--- config.mk ---
export PLATFORM = sky130hd
export DESIGN_NAME = if_fetch_unit_flat
export DESIGN_NICKNAME = d
export VERILOG_FILES = /design/src/rtl/if_fetch_unit_if.sv /design/src/rtl/if_fetch_unit.sv /design/src/flat_wrapper.sv
export SDC_FILE = /design/constraint.sdc
export NUM_CORES = 1
export LEC_CHECK = 0
export BUFFER_PORTS_ARGS = -buffer_cell sky130_fd_sc_hd__buf_4
export CORE_ASPECT_RATIO = 1.1
export CORE_UTILIZATION = 50
export DETAILED_ROUTE_END_ITERATION = 7
export GPL_ROUTABILITY_DRIVEN = 0
export HOLD_SLACK_MARGIN = 0.03
export PLACE_DENSITY = 0.81
export SLEW_MARGIN = 20
export SYNTH_ARGS = -nofsm -noshare
export SYNTH_HDL_FRONTEND = slang
export SYNTH_SLANG_ARGS = --single-unit
--- constraint.sdc ---
create_clock -name clk_i -period 4.1 [get_ports clk_i]
set_input_delay 0.82 -clock clk_i [delete_from_list [all_inputs] [get_ports clk_i]]
set_output_delay 0.82 -clock clk_i [all_outputs]
set_load 0.02 [all_outputs]
--- src/rtl/if_fetch_unit_if.sv ---
// if_fetch_unit_if: fetch-stage bus bundling imem access, hazard/redirect control and IF/ID outputs
interface if_fetch_unit_if #(
  parameter int ADDR_W = 32,
  parameter int CNT_W  = 16
);
  logic [ADDR_W-1:0] imem_addr_o;
  logic [31:0]       imem_data_i;
  logic              stall_i;
  logic              jump_n_i;
  logic              branch_taken_i;
  logic [ADDR_W-1:0] branch_target_i;
  logic [ADDR_W-1:0] pc_o;
  logic [31:0]       if_id_instr_o;
  logic [ADDR_W-1:0] if_id_pc4_o;
  logic              if_id_valid_o;
  logic              flush_o;
  logic [CNT_W-1:0]  flush_cnt_o;
  modport master (
    output imem_addr_o, pc_o, if_id_instr_o, if_id_pc4_o, if_id_valid_o, flush_o, flush_cnt_o,
    input  imem_data_i, stall_i, jump_n_i, branch_taken_i, branch_target_i
  );
  modport slave (
    input  imem_addr_o, pc_o, if_id_instr_o, if_id_pc4_o, if_id_valid_o, flush_o, flush_cnt_o,
    output imem_data_i, stall_i, jump_n_i, branch_taken_i, branch_target_i
  );
endinterface

--- src/rtl/if_fetch_unit.sv ---
// if_fetch_unit: PC register, instruction fetch and IF/ID register with branch/jump/stall priority
module if_fetch_unit #(
  parameter int               ADDR_W    = 32,
  parameter logic [ADDR_W-1:0] RESET_PC = '0,
  parameter logic [31:0]      NOP_INSTR = 32'h0000_0000,
  parameter int               CNT_W     = 16
) (
  input logic            clk_i,
  input logic            rst_i,
  if_fetch_unit_if.master bus
);
  typedef enum logic {BOOT, RUN} state_t;
  state_t            state_q, state_d;
  logic [ADDR_W-1:0] pc_q, pc_d, pc4_q, pc4_d, pc_plus4, jump_tgt;
  logic [31:0]       instr_q, instr_d;
  logic              valid_q, valid_d, flush;
  logic [CNT_W-1:0]  cnt_q, cnt_d, cnt_inc;
  assign pc_plus4 = pc_q + ADDR_W'(4);
  assign jump_tgt = {pc4_q[ADDR_W-1:28], instr_q[25:0], 2'b00};
  assign cnt_inc  = &cnt_q ? cnt_q : cnt_q + CNT_W'(1);
  assign bus.imem_addr_o   = pc_q;
  assign bus.pc_o          = pc_q;
  assign bus.if_id_instr_o = instr_q;
  assign bus.if_id_pc4_o   = pc4_q;
  assign bus.if_id_valid_o = valid_q;
  assign bus.flush_o       = flush;
  assign bus.flush_cnt_o   = cnt_q;
  // next-state: boot hold, then branch > stall > jump > sequential fetch
  always_comb begin
    state_d = RUN;
    pc_d    = pc_q;
    pc4_d   = pc4_q;
    instr_d = instr_q;
    valid_d = valid_q;
    cnt_d   = cnt_q;
    flush   = 1'b0;
    if (state_q == RUN) begin
      if (bus.branch_taken_i) begin
        pc_d    = bus.branch_target_i & ~ADDR_W'(3);
        instr_d = NOP_INSTR;
        valid_d = 1'b0;
        flush   = 1'b1;
        cnt_d   = cnt_inc;
      end else if (bus.stall_i) begin
        pc_d = pc_q;
      end else if (!bus.jump_n_i && valid_q) begin
        pc_d    = jump_tgt;
        instr_d = NOP_INSTR;
        valid_d = 1'b0;
        cnt_d   = cnt_inc;
      end else begin
        pc_d    = pc_plus4;
        pc4_d   = pc_plus4;
        instr_d = bus.imem_data_i;
        valid_d = 1'b1;
      end
    end
  end
  // state, PC and IF/ID registers with asynchronous reset
  always_ff @(posedge clk_i or posedge rst_i) begin
    if (rst_i) begin
      state_q <= BOOT;
      pc_q    <= RESET_PC;
      pc4_q   <= '0;
      instr_q <= NOP_INSTR;
      valid_q <= 1'b0;
      cnt_q   <= '0;
    end else begin
      state_q <= state_d;
      pc_q    <= pc_d;
      pc4_q   <= pc4_d;
      instr_q <= instr_d;
      valid_q <= valid_d;
      cnt_q   <= cnt_d;
    end
  end
endmodule

--- src/flat_wrapper.sv ---
// flat-port wrapper written by rule: the top's interface ports become plain ports
module if_fetch_unit_flat 
#(
  parameter int               ADDR_W    = 32,
  parameter logic [ADDR_W-1:0] RESET_PC = '0,
  parameter logic [31:0]      NOP_INSTR = 32'h0000_0000,
  parameter int               CNT_W     = 16
)
  (clk_i, rst_i, bus_imem_addr_o, bus_pc_o, bus_if_id_instr_o, bus_if_id_pc4_o, bus_if_id_valid_o, bus_flush_o, bus_flush_cnt_o, bus_imem_data_i, bus_stall_i, bus_jump_n_i, bus_branch_taken_i, bus_branch_target_i);
  if_fetch_unit_if #(.ADDR_W(ADDR_W), .CNT_W(CNT_W)) bus_i ();
  input logic clk_i;
  input logic rst_i;
  output wire logic [$bits(bus_i.imem_addr_o)-1:0] bus_imem_addr_o;
  output wire logic [$bits(bus_i.pc_o)-1:0] bus_pc_o;
  output wire logic [$bits(bus_i.if_id_instr_o)-1:0] bus_if_id_instr_o;
  output wire logic [$bits(bus_i.if_id_pc4_o)-1:0] bus_if_id_pc4_o;
  output wire logic [$bits(bus_i.if_id_valid_o)-1:0] bus_if_id_valid_o;
  output wire logic [$bits(bus_i.flush_o)-1:0] bus_flush_o;
  output wire logic [$bits(bus_i.flush_cnt_o)-1:0] bus_flush_cnt_o;
  input wire logic [$bits(bus_i.imem_data_i)-1:0] bus_imem_data_i;
  input wire logic [$bits(bus_i.stall_i)-1:0] bus_stall_i;
  input wire logic [$bits(bus_i.jump_n_i)-1:0] bus_jump_n_i;
  input wire logic [$bits(bus_i.branch_taken_i)-1:0] bus_branch_taken_i;
  input wire logic [$bits(bus_i.branch_target_i)-1:0] bus_branch_target_i;
  assign bus_imem_addr_o = bus_i.imem_addr_o;
  assign bus_pc_o = bus_i.pc_o;
  assign bus_if_id_instr_o = bus_i.if_id_instr_o;
  assign bus_if_id_pc4_o = bus_i.if_id_pc4_o;
  assign bus_if_id_valid_o = bus_i.if_id_valid_o;
  assign bus_flush_o = bus_i.flush_o;
  assign bus_flush_cnt_o = bus_i.flush_cnt_o;
  assign bus_i.imem_data_i = bus_imem_data_i;
  assign bus_i.stall_i = bus_stall_i;
  assign bus_i.jump_n_i = bus_jump_n_i;
  assign bus_i.branch_taken_i = bus_branch_taken_i;
  assign bus_i.branch_target_i = bus_branch_target_i;
  if_fetch_unit #(.ADDR_W(ADDR_W), .RESET_PC(RESET_PC), .NOP_INSTR(NOP_INSTR), .CNT_W(CNT_W)) u_core (.clk_i(clk_i), .rst_i(rst_i), .bus(bus_i));
endmodule
==> metrics.txt, run 1 <==
RSZ-0062 raised after global routing=no; # port buffers=roughly 200; worst skew pair latency=0.35 ns; Worst R2R End=u_core.bus.imem_addr_o[30]; WL per Instance=about 18 um; leakage power=~3.6 nW; Setup Buffers After CTS=0; Rows=40; Final Setup Violations=0; max_slew headroom=0.445; vias per cell=between 5 and 6; layout cell share with drive strength beyond 1=0.321; area share of the largest cell type after synthesis=0.483; gr ovfl total=0; critical path capture point type=flip-flop; Distinct cells, synth=54; top-level port count=between 200 and 250; Syn Std Cell Area=~5700 um2; Die H=between 100 and 150 um; WS Path Type=input port to flip-flop; HPWL Detailed=~11 mm; largest net degree at the start of global routing=~110; Final Hold Vio Count=0; Non-Filler Instances=906; Die Span X=104 um; Slew Limit Fails=0; CP endpoint=u_core.bus.imem_addr_o[15]; commonest non-fill, non-tap cell in the layout=buf_4; TritonCTS Buffers=9; R2R depth=6; setup_tns=0 ns; vias in the first global route=between 4,000 and 5,000; Die Footprint=11,800 um2; Post-synth top flop=dfrtp_1; # diodes=0; f_max=about 400 MHz; flop2flop setup slack=1.77 ns; synthesized instance count=approximately 600; Cells after DPL=890; hold buffer count at CTS=0; sequential element share of the synthesized area=0.483; Async SR Flop Fraction=1.00; DR pass1 iterations=5; PwrDens=~500 nW/um2; vias=approximately 5,200; skew final=0.00847 ns; Routed WL=16.0 mm; drt drc=0; max cap viols=0; core area=11,000 um2; area leader, netlist=dfrtp_1; Worst Path Required=4.29 ns; root buffer cell=clkbuf_16; YS warnings=0; CTS tree=built; clock slew at reported path FFs=around 0.07 ns; outcome=completed; Routed Antenna Nets=0; initial core utilization=0.518; Final Core Density=0.681; dominant cells by area after synthesis=dfrtp_1 48%, a22o_1 4.9%, nand2_1 4.9%; pin slew with the least headroom to its limit=~0.83 ns; Iteration-0 DRC Markers=~450; fin crit share=0.616; clk sinks=110; Hold Crit Class=flip-flop to flip-flop; CP max FO=48; Worst setup SP type=input port; Avg Synthesized Cell Area=between 9 and 10 um2; H-tree depth=3; cts repair resizes=0; Worst R2R Start=u_core.bus.imem_addr_o[2]; Area Overhead vs Synth=31.6%; min Tclk post-route=around 2.5 ns; Synth Register Bits=110; global-route wire length before repair=between 20 and 30 mm; CTS max path bufs=2; Final #Nets=about 830; gr usage total=0.277; CP startpoint=bus_branch_taken_i; initial antenna violation count=0; Critical Path AT=2.72 ns; most frequent cells in the layout=213 x buf_4, 110 x dfrtp_1, 74 x nand2_1; number of synthesized flops with an enable pin=0; Max VDD drop=0.376 mV
[where the power goes]
part	switching [mW]	internal, mW	total, mW
Combinational	0.683	0.541	1.22
Clock	0.385	0.585	0.970
Sequential	0.239	1.28	1.52
[kinds of logic after synthesis]
logic type,Yosys count,synth area share
AO/OA/AOI/OAI,182,0.209
XOR/XNOR,40,0.0615
adder cells (fa/ha/maj),2,0.00439
buffers and inverters,85,0.0812
flip-flops,110,0.483
multiplexers,1,0.00198
other,2,0.00132
AND/OR/NAND/NOR,173,0.157
[worst max-delay path, cell delays in order]
cell and delay [ns]:
buf_4 0.41, inv_1 0.23, buf_4 0.25, nand2_1 0.07, buf_4 0.28, nor2_2 0.15, buf_12 0.20, o21ai_1 0.16
o211ai_1 0.13
[worst min-delay path by stage]
stage / from / to / cells after the start
2_1_floorplan: u_core.bus.if_id_pc4_o[3] / u_core.bus.if_id_pc4_o[3] / 2
3_3_place_gp: u_core.bus.if_id_pc4_o[18] / u_core.bus.if_id_pc4_o[18] / 2
3_5_place_dp: u_core.bus.if_id_pc4_o[13] / u_core.bus.if_id_pc4_o[13] / 2
4_1_cts: u_core.bus.if_id_pc4_o[13] / u_core.bus.if_id_pc4_o[13] / 2
5_1_grt: u_core.bus.if_id_pc4_o[17] / u_core.bus.if_id_pc4_o[17] / 2
6_report: u_core.bus.if_id_pc4_o[13] / u_core.bus.if_id_pc4_o[13] / 2
[metrics by stage]
step	instance area [um2]	hold slack (ns)	total power [mW]	setup slack, ns
finish	7500	0.481	3.71	1.58
global route	7500	0.510	3.88	1.42
CTS	7500	0.487	3.72	1.62
detailed placement	7160	0.472	2.76	1.27
global placement	7160	0.463	2.72	1.32
floorplan	5720	0.589	2.24	0.378
[layout make-up]
class / count / area, um2
fillers: 872 / 3510
flip-flops and latches: 110 / 2750
multi-input cells: 405 / 2520
repair buffers: 216 / 1660
clock buffers: 13 / 270
well taps: 147 / 184
clock inverters: 3 / 65.1
inverters: 12 / 47.5
[sequential cells by signal, summed over array words and instances, names as in the netlist]
name / count
u_core.bus.if_id_instr_o: 32
u_core.state_q: 1
u_core.bus.if_id_valid_o: 1
u_core.bus.if_id_pc4_o: 30
u_core.bus.imem_addr_o: 30
u_core.bus.flush_cnt_o: 16
[synth_stat cells, types with 3 or more instances]
master     count
o21ai_0       47
clkbuf_1      35
o2bb2ai_1      3
a22o_1        32
o22ai_1        7
xor2_1        12
buf_4         36
o22a_1         6
nand2_1       74
nand3_1       12
a211oi_1       5
nor3_1         5
inv_1         12
xnor2_1       28
o31a_1         8
a31oi_1        5
nor2_1        16
and4_1         8
or3_1          6
and2_1         3
o21ai_1        4
o21a_1         3
nand4_1       14
a21oi_1       44
dfrtp_1      110
and3_1        23
[layer usage]
metal / up-vias / wire (um) / track usage
met4: 0 / 507 / 0.143
li1: 2422 / - / -
met2: 253 / 7580 / 0.435
met1: 2463 / 6660 / 0.373
met3: 38 / 1270 / 0.0480
met5: - / 0 / 0
(Power assumes the default switching activity.)
==> inputs of run 2 (changes only) <==
==> constraint.sdc (replaced) <==
create_clock -name clk_i -period 2.6 [get_ports clk_i]
set_input_delay 0.52 -clock clk_i [delete_from_list [all_inputs] [get_ports clk_i]]
set_output_delay 0.52 -clock clk_i [all_outputs]
set_load 0.02 [all_outputs]
==> metrics.txt, run 2 (synthesis gave the netlist of run 1 again) <==
hold buffer count at CTS=0 (unchanged); Routed WL=16.4 mm (was 16.0 mm); initial antenna violation count=0 (unchanged); setup_tns=0 ns (unchanged); Worst Path Required=2.88 ns (was 4.29 ns); Max VDD drop=0.573 mV (was 0.376 mV); WS Path Type=flip-flop to flip-flop (was input port to flip-flop); TritonCTS Buffers=9 (unchanged); final setup margin=0.406 ns (was 1.58 ns); WL per Instance=17.9 um (was 17.7 um); cts repair resizes=0 (unchanged); vias=5,246 (was 5,176); vias per cell=5.73 (was 5.71); clk sinks=110 (unchanged); CTS max path bufs=2 (unchanged); Setup Buffers After CTS=0 (unchanged); Iteration-0 DRC Markers=387 (was 448); drt drc=0 (unchanged); Worst setup SP type=flip-flop (was input port); pre-CTS WS=0.298 ns (was 1.27 ns); DR pass1 iterations=7 (was 5); CP max FO=9 (was 48); Die Footprint=11,800 um2 (unchanged); # diodes=0 (unchanged); leakage power=3.63 nW (was 3.60 nW); Final Hold Vio Count=0 (unchanged); Routed Antenna Nets=0 (unchanged); core area=11,000 um2 (unchanged); Area Overhead vs Synth=32.5% (was 31.6%); Rows=40 (unchanged); CTS tree=built (unchanged); # port buffers=206 (unchanged); Final #Nets=834 (was 825); Cell Area, Placed=7200 um2 (was 7160 um2); H-tree depth=3 (unchanged); f_max=between 400 and 500 MHz; root buffer cell=clkbuf_16 (unchanged); largest net degree at the start of global routing=111 (unchanged); Critical Path AT=2.47 ns (was 2.72 ns); Final Setup Violations=0 (unchanged); commonest non-fill, non-tap cell in the layout=buf_4 (unchanged); fin crit share=0.844; most frequent cells in the layout=224 x buf_4, 110 x dfrtp_1, 74 x nand2_1 (was 213 x buf_4, 110 x dfrtp_1, 74 x nand2_1); vias in the first global route=5,023 (was 4,992); Hold Crit Class=input port to asynchronous set/reset pin (was flip-flop to flip-flop); HPWL Detailed=11.8 mm (was 11.4 mm); gr usage total=0.283 (was 0.277); # fillers=868 (was 872); max reg flops=32 (unchanged); Die Span X=104 um (unchanged); layout cell share with drive strength beyond 1=0.331 (was 0.321); top-level port count=215 (unchanged); clock slew at reported path FFs=0.07 ns (about the same); RSZ-0062 raised after global routing=no (unchanged); outcome=completed (unchanged); gr ovfl total=0 (unchanged); Die H=114 um (unchanged); post-route cell area=7550 um2 (was 7500 um2); max_slew headroom=0.516 (was 0.445); skew final=0.00535 ns (was 0.00847 ns); critical path capture point type=flip-flop (unchanged); pin slew with the least headroom to its limit=0.708 ns (was 0.833 ns); Slew Limit Fails=0 (unchanged); initial core utilization=0.518 (unchanged); max cap viols=0 (unchanged); min Tclk post-route=between 2 and 2.5 ns; PwrDens=784 nW/um2 (was 495 nW/um2); worst skew pair latency=0.35 ns (about the same); global-route wire length before repair=26.1 mm (was 25.7 mm)
==> run 2: cell count changes in the layout (fill, tap and decap cells not counted) <==
cell	change
bufinv_16	+1
clkinv_4	+1
inv_6	+1
inv_4	-1
buf_4	+11
clkbuf_8	-3
clkbuf_1	-1
buf_12	-2
clkinvlp_4	+2
==> run 2: layout make-up <==
cell class | instances | area (um2) | share of cell area
multi-input cells | 405 | 2520 | 0.333
inverters | 12 | 48.8 | 0.00646
clock buffers | 9 | 225 | 0.0298
flip-flops and latches | 110 | 2750 | 0.365
repair buffers | 225 | 1700 | 0.225
well taps | 147 | 184 | 0.0244
clock inverters | 7 | 120 | 0.0159
==> run 2: path summary, 6_finish.rpt <==
path,from,endpoint,slack (ns),depth (start not counted)
worst max-delay path,u_core.bus.imem_addr_o[7],u_core.bus.imem_addr_o[21],0.41,5
worst min-delay path,rst_i,u_core.bus.flush_cnt_o[15],0.28,3
worst max register to register,u_core.bus.imem_addr_o[7],u_core.bus.imem_addr_o[21],0.41,5
worst min register to register,u_core.bus.if_id_pc4_o[12],u_core.bus.if_id_pc4_o[12],0.48,2
max in group asynchronous,rst_i,u_core.bus.if_id_instr_o[0],1.80,3
min in group clk_i,bus_imem_data_i[20],u_core.bus.if_id_instr_o[20],0.38,2
==> run 2: metrics by stage <==
| step | power (mW) | instances | util | hold WS (ns) |
|---|---|---|---|---|
| floorplan | 3.53 | 600 | - | 0.589 |
| global placement | 4.30 | 899 | 0.654 | 0.464 |
| detailed placement | 4.36 | 899 | 0.654 | 0.472 |
| CTS | 5.93 | 915 | 0.686 | 0.365 |
| global route | 6.19 | 915 | 0.686 | 0.375 |
| finish | 5.92 | 915 | 0.686 | 0.281 |
==> run 2: per-layer routing <==
| metal | share of wire | routed length, um | global-route usage | vias up |
|---|---|---|---|---|
| met5 | 0 | 0 | 0 | - |
| met2 | 0.47 | 7740 | 0.451 | 278 |
| met1 | 0.41 | 6740 | 0.365 | 2478 |
| met3 | 0.076 | 1250 | 0.0589 | 48 |
| met4 | 0.039 | 633 | 0.156 | 0 |
| li1 | - | - | - | 2442 |
==> run 2: worst max-delay path, cell delays in order (launching register included) <==
cell     delay (ns)
dfrtp_1        0.53
nand4_1        0.28
nor3_1         0.55
nand4_1        0.30
o31a_1         0.31
o22ai_1        0.15
==> run 2: power breakdown <==
part	internal (mW)	total (mW)	switching (mW)
logic	0.857	1.94	1.08
registers	2.02	2.39	0.377
clock network	0.945	1.59	0.646
